<file path="config.mk">
export PLATFORM = sky130hd
export DESIGN_NAME = or_bit32
export DESIGN_NICKNAME = d
export VERILOG_FILES = /design/src/rtl/or_bit32_pkg.sv /design/src/rtl/or_bit32_or_bit_2.sv /design/src/rtl/or_bit32.sv
export SDC_FILE = /design/constraint.sdc
export NUM_CORES = 1
export LEC_CHECK = 0
export BUFFER_PORTS_ARGS = -buffer_cell sky130_fd_sc_hd__buf_4
export CAP_MARGIN = 5
export CORE_AREA = 2 2 39 41
export DETAILED_ROUTE_END_ITERATION = 10
export DIE_AREA = 0 0 41 43
export GPL_ROUTABILITY_DRIVEN = 0
export PLACE_DENSITY = 0.62
export SLEW_MARGIN = 30
export SYNTH_ARGS = -nofsm -noshare
export SYNTH_HDL_FRONTEND = slang
export SYNTH_HIERARCHICAL = 1
export SYNTH_SLANG_ARGS = --single-unit
export TNS_END_PERCENT = 50
</file>
<file path="constraint.sdc">
create_clock -name clk -period 3.32 [get_ports clk]
set_clock_uncertainty 0.15 [all_clocks]
set_input_delay 0.664 -clock clk [delete_from_list [all_inputs] [get_ports clk]]
set_output_delay 0.664 -clock clk [all_outputs]
set_load 0.02 [all_outputs]
</file>
<file path="src/rtl/or_bit32_pkg.sv">
// Shared constants for the basic element library.
// Holds the default word width and a width-legality helper used at elaboration.
package or_bit32_pkg;

  localparam int WORD_WIDTH = 32;

  // True when w is a power of two and at least 2, i.e. a legal tree width.
  function automatic bit is_tree_width(input int w);
    return (w >= 2) && ((w & (w - 1)) == 0);
  endfunction

endpackage

</file>
<file path="src/rtl/or_bit32_or_bit_2.sv">
// Two-input OR cell: the leaf building block of the reduction tree.
module or_bit_2 (
  input  logic a,
  input  logic b,
  output logic o
);

  assign o = a | b;

endmodule

</file>
<file path="src/rtl/or_bit32.sv">
// Reduction-OR of a WIDTH-bit word as a balanced tree of or_bit_2 cells.
// Gives a same-cycle flag on o and a registered copy on o_r.
// There is no enable and no handshake: a new word may arrive every cycle.
module or_bit32
  import or_bit32_pkg::*;
#(
  parameter int WIDTH = WORD_WIDTH
) (
  input  logic             clk,
  input  logic             rst,
  input  logic [WIDTH-1:0] A,
  output logic             o,
  output logic             o_r
);

  localparam int LEVELS = $clog2(WIDTH);

  if (!is_tree_width(WIDTH)) begin : g_bad_width
    $error("or_bit32: WIDTH must be a power of two and at least 2");
  end

  // Heap-ordered node vector: node i has children 2i+1 and 2i+2.
  // Leaves (the input bits) occupy the top WIDTH slots, the root is node 0.
  logic [2*WIDTH-2:0] w_node;
  logic               r_o;

  assign w_node[2*WIDTH-2:WIDTH-1] = A;

  for (genvar l = 0; l < LEVELS; l++) begin : g_level
    for (genvar n = 0; n < (1 << l); n++) begin : g_cell
      localparam int IDX = (1 << l) - 1 + n;
      or_bit_2 u_or (
        .a (w_node[2*IDX+1]),
        .b (w_node[2*IDX+2]),
        .o (w_node[IDX])
      );
    end
  end

  assign o = w_node[0];

  always_ff @(posedge clk) begin
    if (rst) begin
      r_o <= 1'b0;
    end else begin
      r_o <= w_node[0];
    end
  end

  assign o_r = r_o;

endmodule

</file>
# After elaboration in Yosys (flattened, before gate mapping)
# Cells that the tools add are included.
[totals]
ff_bits = 1
elab_cells = 32
in_bits = 34
[classes]
n_bitwise = 31
[op_table]
columns = ["cell", "count"]
rows = [
  ["$or A1 B1 Y1", 31],
]

# Longest topological paths before layout
[logic_depth]
depth_word = 5
mapped_depth = 6
mapped_depth_nobuf = 6

# Modules after synthesis
# The synthesis kept the hierarchy.
[modules_own_cells]
columns = ["module", "instances", "area_each_um2", "cells_each"]
rows = [
  ["or_bit_2", 31, 6.3, 1],
  ["or_bit32", 1, 33.8, 2],
]

# Least setup slack after synthesis
# No wires, ideal clock.
[synth_timing]
kind = "input to output"
startpoint = "input A[31]"
endpoint = "output o"
t_required_ns = 2.506
stages = 5
n_path_buf = 0
arrival_ns = 1.794
path_slack_ns = 0.712
cell_sequence = "or2_1 or2_1 or2_1 or2_1 or2_1"
[synth_via]
elab_chain_cells = 5
[synth_lines]
columns = ["element", "line", "source"]
rows = [
  ["start: declaration", "or_bit32.sv:11", "input logic [WIDTH-1:0] A,"],
  ["$or A1 B1 Y1 (2 in series)", "or_bit32_or_bit_2.sv:8", "assign o = a | b;"],
  ["net w_node[14]", "or_bit32.sv:24", "logic [2*WIDTH-2:0] w_node;"],
  ["$or A1 B1 Y1", "or_bit32_or_bit_2.sv:8", ""],
  ["net w_node[6]", "or_bit32.sv:24", ""],
  ["$or A1 B1 Y1", "or_bit32_or_bit_2.sv:8", ""],
  ["net w_node[2]", "or_bit32.sv:24", ""],
  ["$or A1 B1 Y1", "or_bit32_or_bit_2.sv:8", ""],
  ["end: declaration", "or_bit32.sv:12", "output logic o,"],
]
# The timed path passes the listed nets, and every way through them passes these cells.

# Worst setup path after layout
[layout_timing]
startpoint = "input A[31]"
endpoint = "output o"
[layout_via]
elab_chain_cells = 5
[layout_lines]
columns = ["element", "line"]
rows = [
  ["$or A1 B1 Y1", "or_bit32_or_bit_2.sv:8"],
  ["net w_node[30]", "or_bit32.sv:24"],
  ["$or A1 B1 Y1", "or_bit32_or_bit_2.sv:8"],
  ["net w_node[14]", "or_bit32.sv:24"],
  ["$or A1 B1 Y1", "or_bit32_or_bit_2.sv:8"],
  ["net w_node[6]", "or_bit32.sv:24"],
  ["$or A1 B1 Y1", "or_bit32_or_bit_2.sv:8"],
  ["net w_node[2]", "or_bit32.sv:24"],
  ["$or A1 B1 Y1", "or_bit32_or_bit_2.sv:8"],
]
# The timed path passes the listed nets, and every way through them passes these cells.

==> flow_summary.toml <==
[logic_synthesis]
synth_ff_type = "dfxtp_1"
yosysMostFrequentCell = "or2_1"
synth_mux_area_share_pct = 0
yosysTopAreaCellShare_pct = 85.2
synthTopCellsByCount = "or2_1, dfxtp_1, nor2b_4"
yosys.area_share.xor_xnor_pct = 0
synth_enable_flop_cells = 0
synth.largest_area_cell = "or2_1"
async_flop_share_pct = 0
synth_compound_area_share_pct = 0
synthSimpleGateAreaFrac_pct = 91.2
synth_area_per_cell_sq_um = 6.90
synthCells = 33
synth-adder-area-share_pct = 0
yosys_warnings = 6
synth_cell_types = 3
ys_ff_latch = 1
yosysSeqAreaShare_pct = 8.79
synth_area_sq_um = 228
synth_top_family_by_area = "simple AND/OR/NAND/NOR gates"
synth.net_count = 67
yosys-top-cells-area = "or2_1, dfxtp_1, nor2b_4"

[place]
dp_slack_ns = 0.478
io_buffer_count = 35
dp.cells = 84

[sta]
slew_headroom_pct = 95.5
rsz0062_at_grt = "false"
fmax_ghz = 0.354
finalMaxSlewViolations = 0
tightest_slew_ns = 0.0670
setup_viol = 0
layout_setup_ws_ns = 0.492
setup_tns_ns = 0
final-hold-violation-count = 0
final.period_utilization_pct = 85.2
period_minus_slack_ns = 2.83

[power]
p_leak_nw = 0.227
p_per_area_nw_per_um2 = 99.7
finalPower_uw = 50.9
ir_drop_uv = 33.1

[routing]
drc = 0
wl_per_cell_um = 6.76
avgViaCountPerCell = 3.79
drtAntennaViolNets = 0
dr.pass1.iters = 1
drt-total-wl_um = 568
vias = 318
drt_iter0_drc = 0

[global_route]
grt_max_degree = 3
grt-ovfl-total = 0
grt_pass1_vias = 302
grt_first_pass_wirelength_mm = 1.03
grtUsageTotal_pct = 7.59
antenna_found_initial = 0

[worst_setup_path]
worst_ep_required_time_ns = 2.51
worstSetupPathType = "in2out"
critical_path.max_fanout = 2
arrival_ns = 2.01
critPathLaunch = "A[31]"
cp-start-kind = "primary input"
critPathCaptureType = "primary output"

[layout]
final_cell_count_no_fill = 84
antenna_cells = 0
nets = 104
largest_reg_flops = 1
drive_gt1_share_pct = 52.9
areaGrowthSynthToFinish_pct = 124

[clock_network]
clk_pin_slew_ns = 0
cts-resized-gates = 0
ctsHoldBuffers = 0
postCtsSetupBuffers = 0

[die]
initial_core_util_pct = 16.5
die_area_sq_um = 1760
boundaryPins = 36
core_sq_um = 1380
dieHeight_um = 43
num_rows = 14
die_w_um = 41

[hold_path]
hold_depth = 2
worst_hold_path_type = "in2reg"
min_to = "o_r$_SDFF_PP0_"
min_from = "rst"

[job]
cap_violations = 0

[status]
status = "finished clean"
[cells by family after synthesis]
logic type,after synthesis
and+or+nand+nor,32
DFF,1
[where the power goes]
part	leakage, nW	internal (mW)	switching (mW)	total [mW]
Combinational	0.219	0.0309	0.00692	0.0378
Clock	0	0	0	0
Sequential	0.00844	0.0129	0.000139	0.0131
Total	0.227	0.0438	0.00706	0.0509
[final cells by class]
cell class / count / area [sq um]
flip-flops and latches: 1 / 20.0
multi-input cells: 32 / 208
well taps: 16 / 20.0
fillers: 154 / 873
repair buffers: 35 / 263
[worst max path at each step]
stage	endpoint	slack, ns	cells past startpoint
finish	o	0.49	7
CTS	o	0.48	7
global placement	o	0.47	7
global route	o	0.42	7
detailed placement	o	0.48	7
floorplan	o	0.71	5
[worst max-delay path, stage by stage]
cell   delay (ns)
buf_4        0.10
or2_1        0.21
or2_1        0.22
or2_1        0.21
or2_1        0.22
or2_1        0.24
buf_4        0.16
[cells in the final DEF (no fill, tap or decap)]
master   count
nor2b_4      1
dfxtp_1      1
or2_1       31
buf_4       35
[per-layer routing]
metal	global-route usage, %	wire [um]
met1	8.23	198
met2	15.6	315
met3	0	54
met4	0	0
met5	0	0
[per-stage QoR]
step                hold slack (ns)  instance area (sq um)  util [%]
finish                        0.687                    510      36.9
global route                  0.696                    510      36.9
CTS                           0.690                    510      36.9
detailed placement            0.688                    510      36.9
global placement              0.687                    510      36.9
floorplan                     0.578                    228         -
No activity file was read; power rests on OpenSTA's default activity.
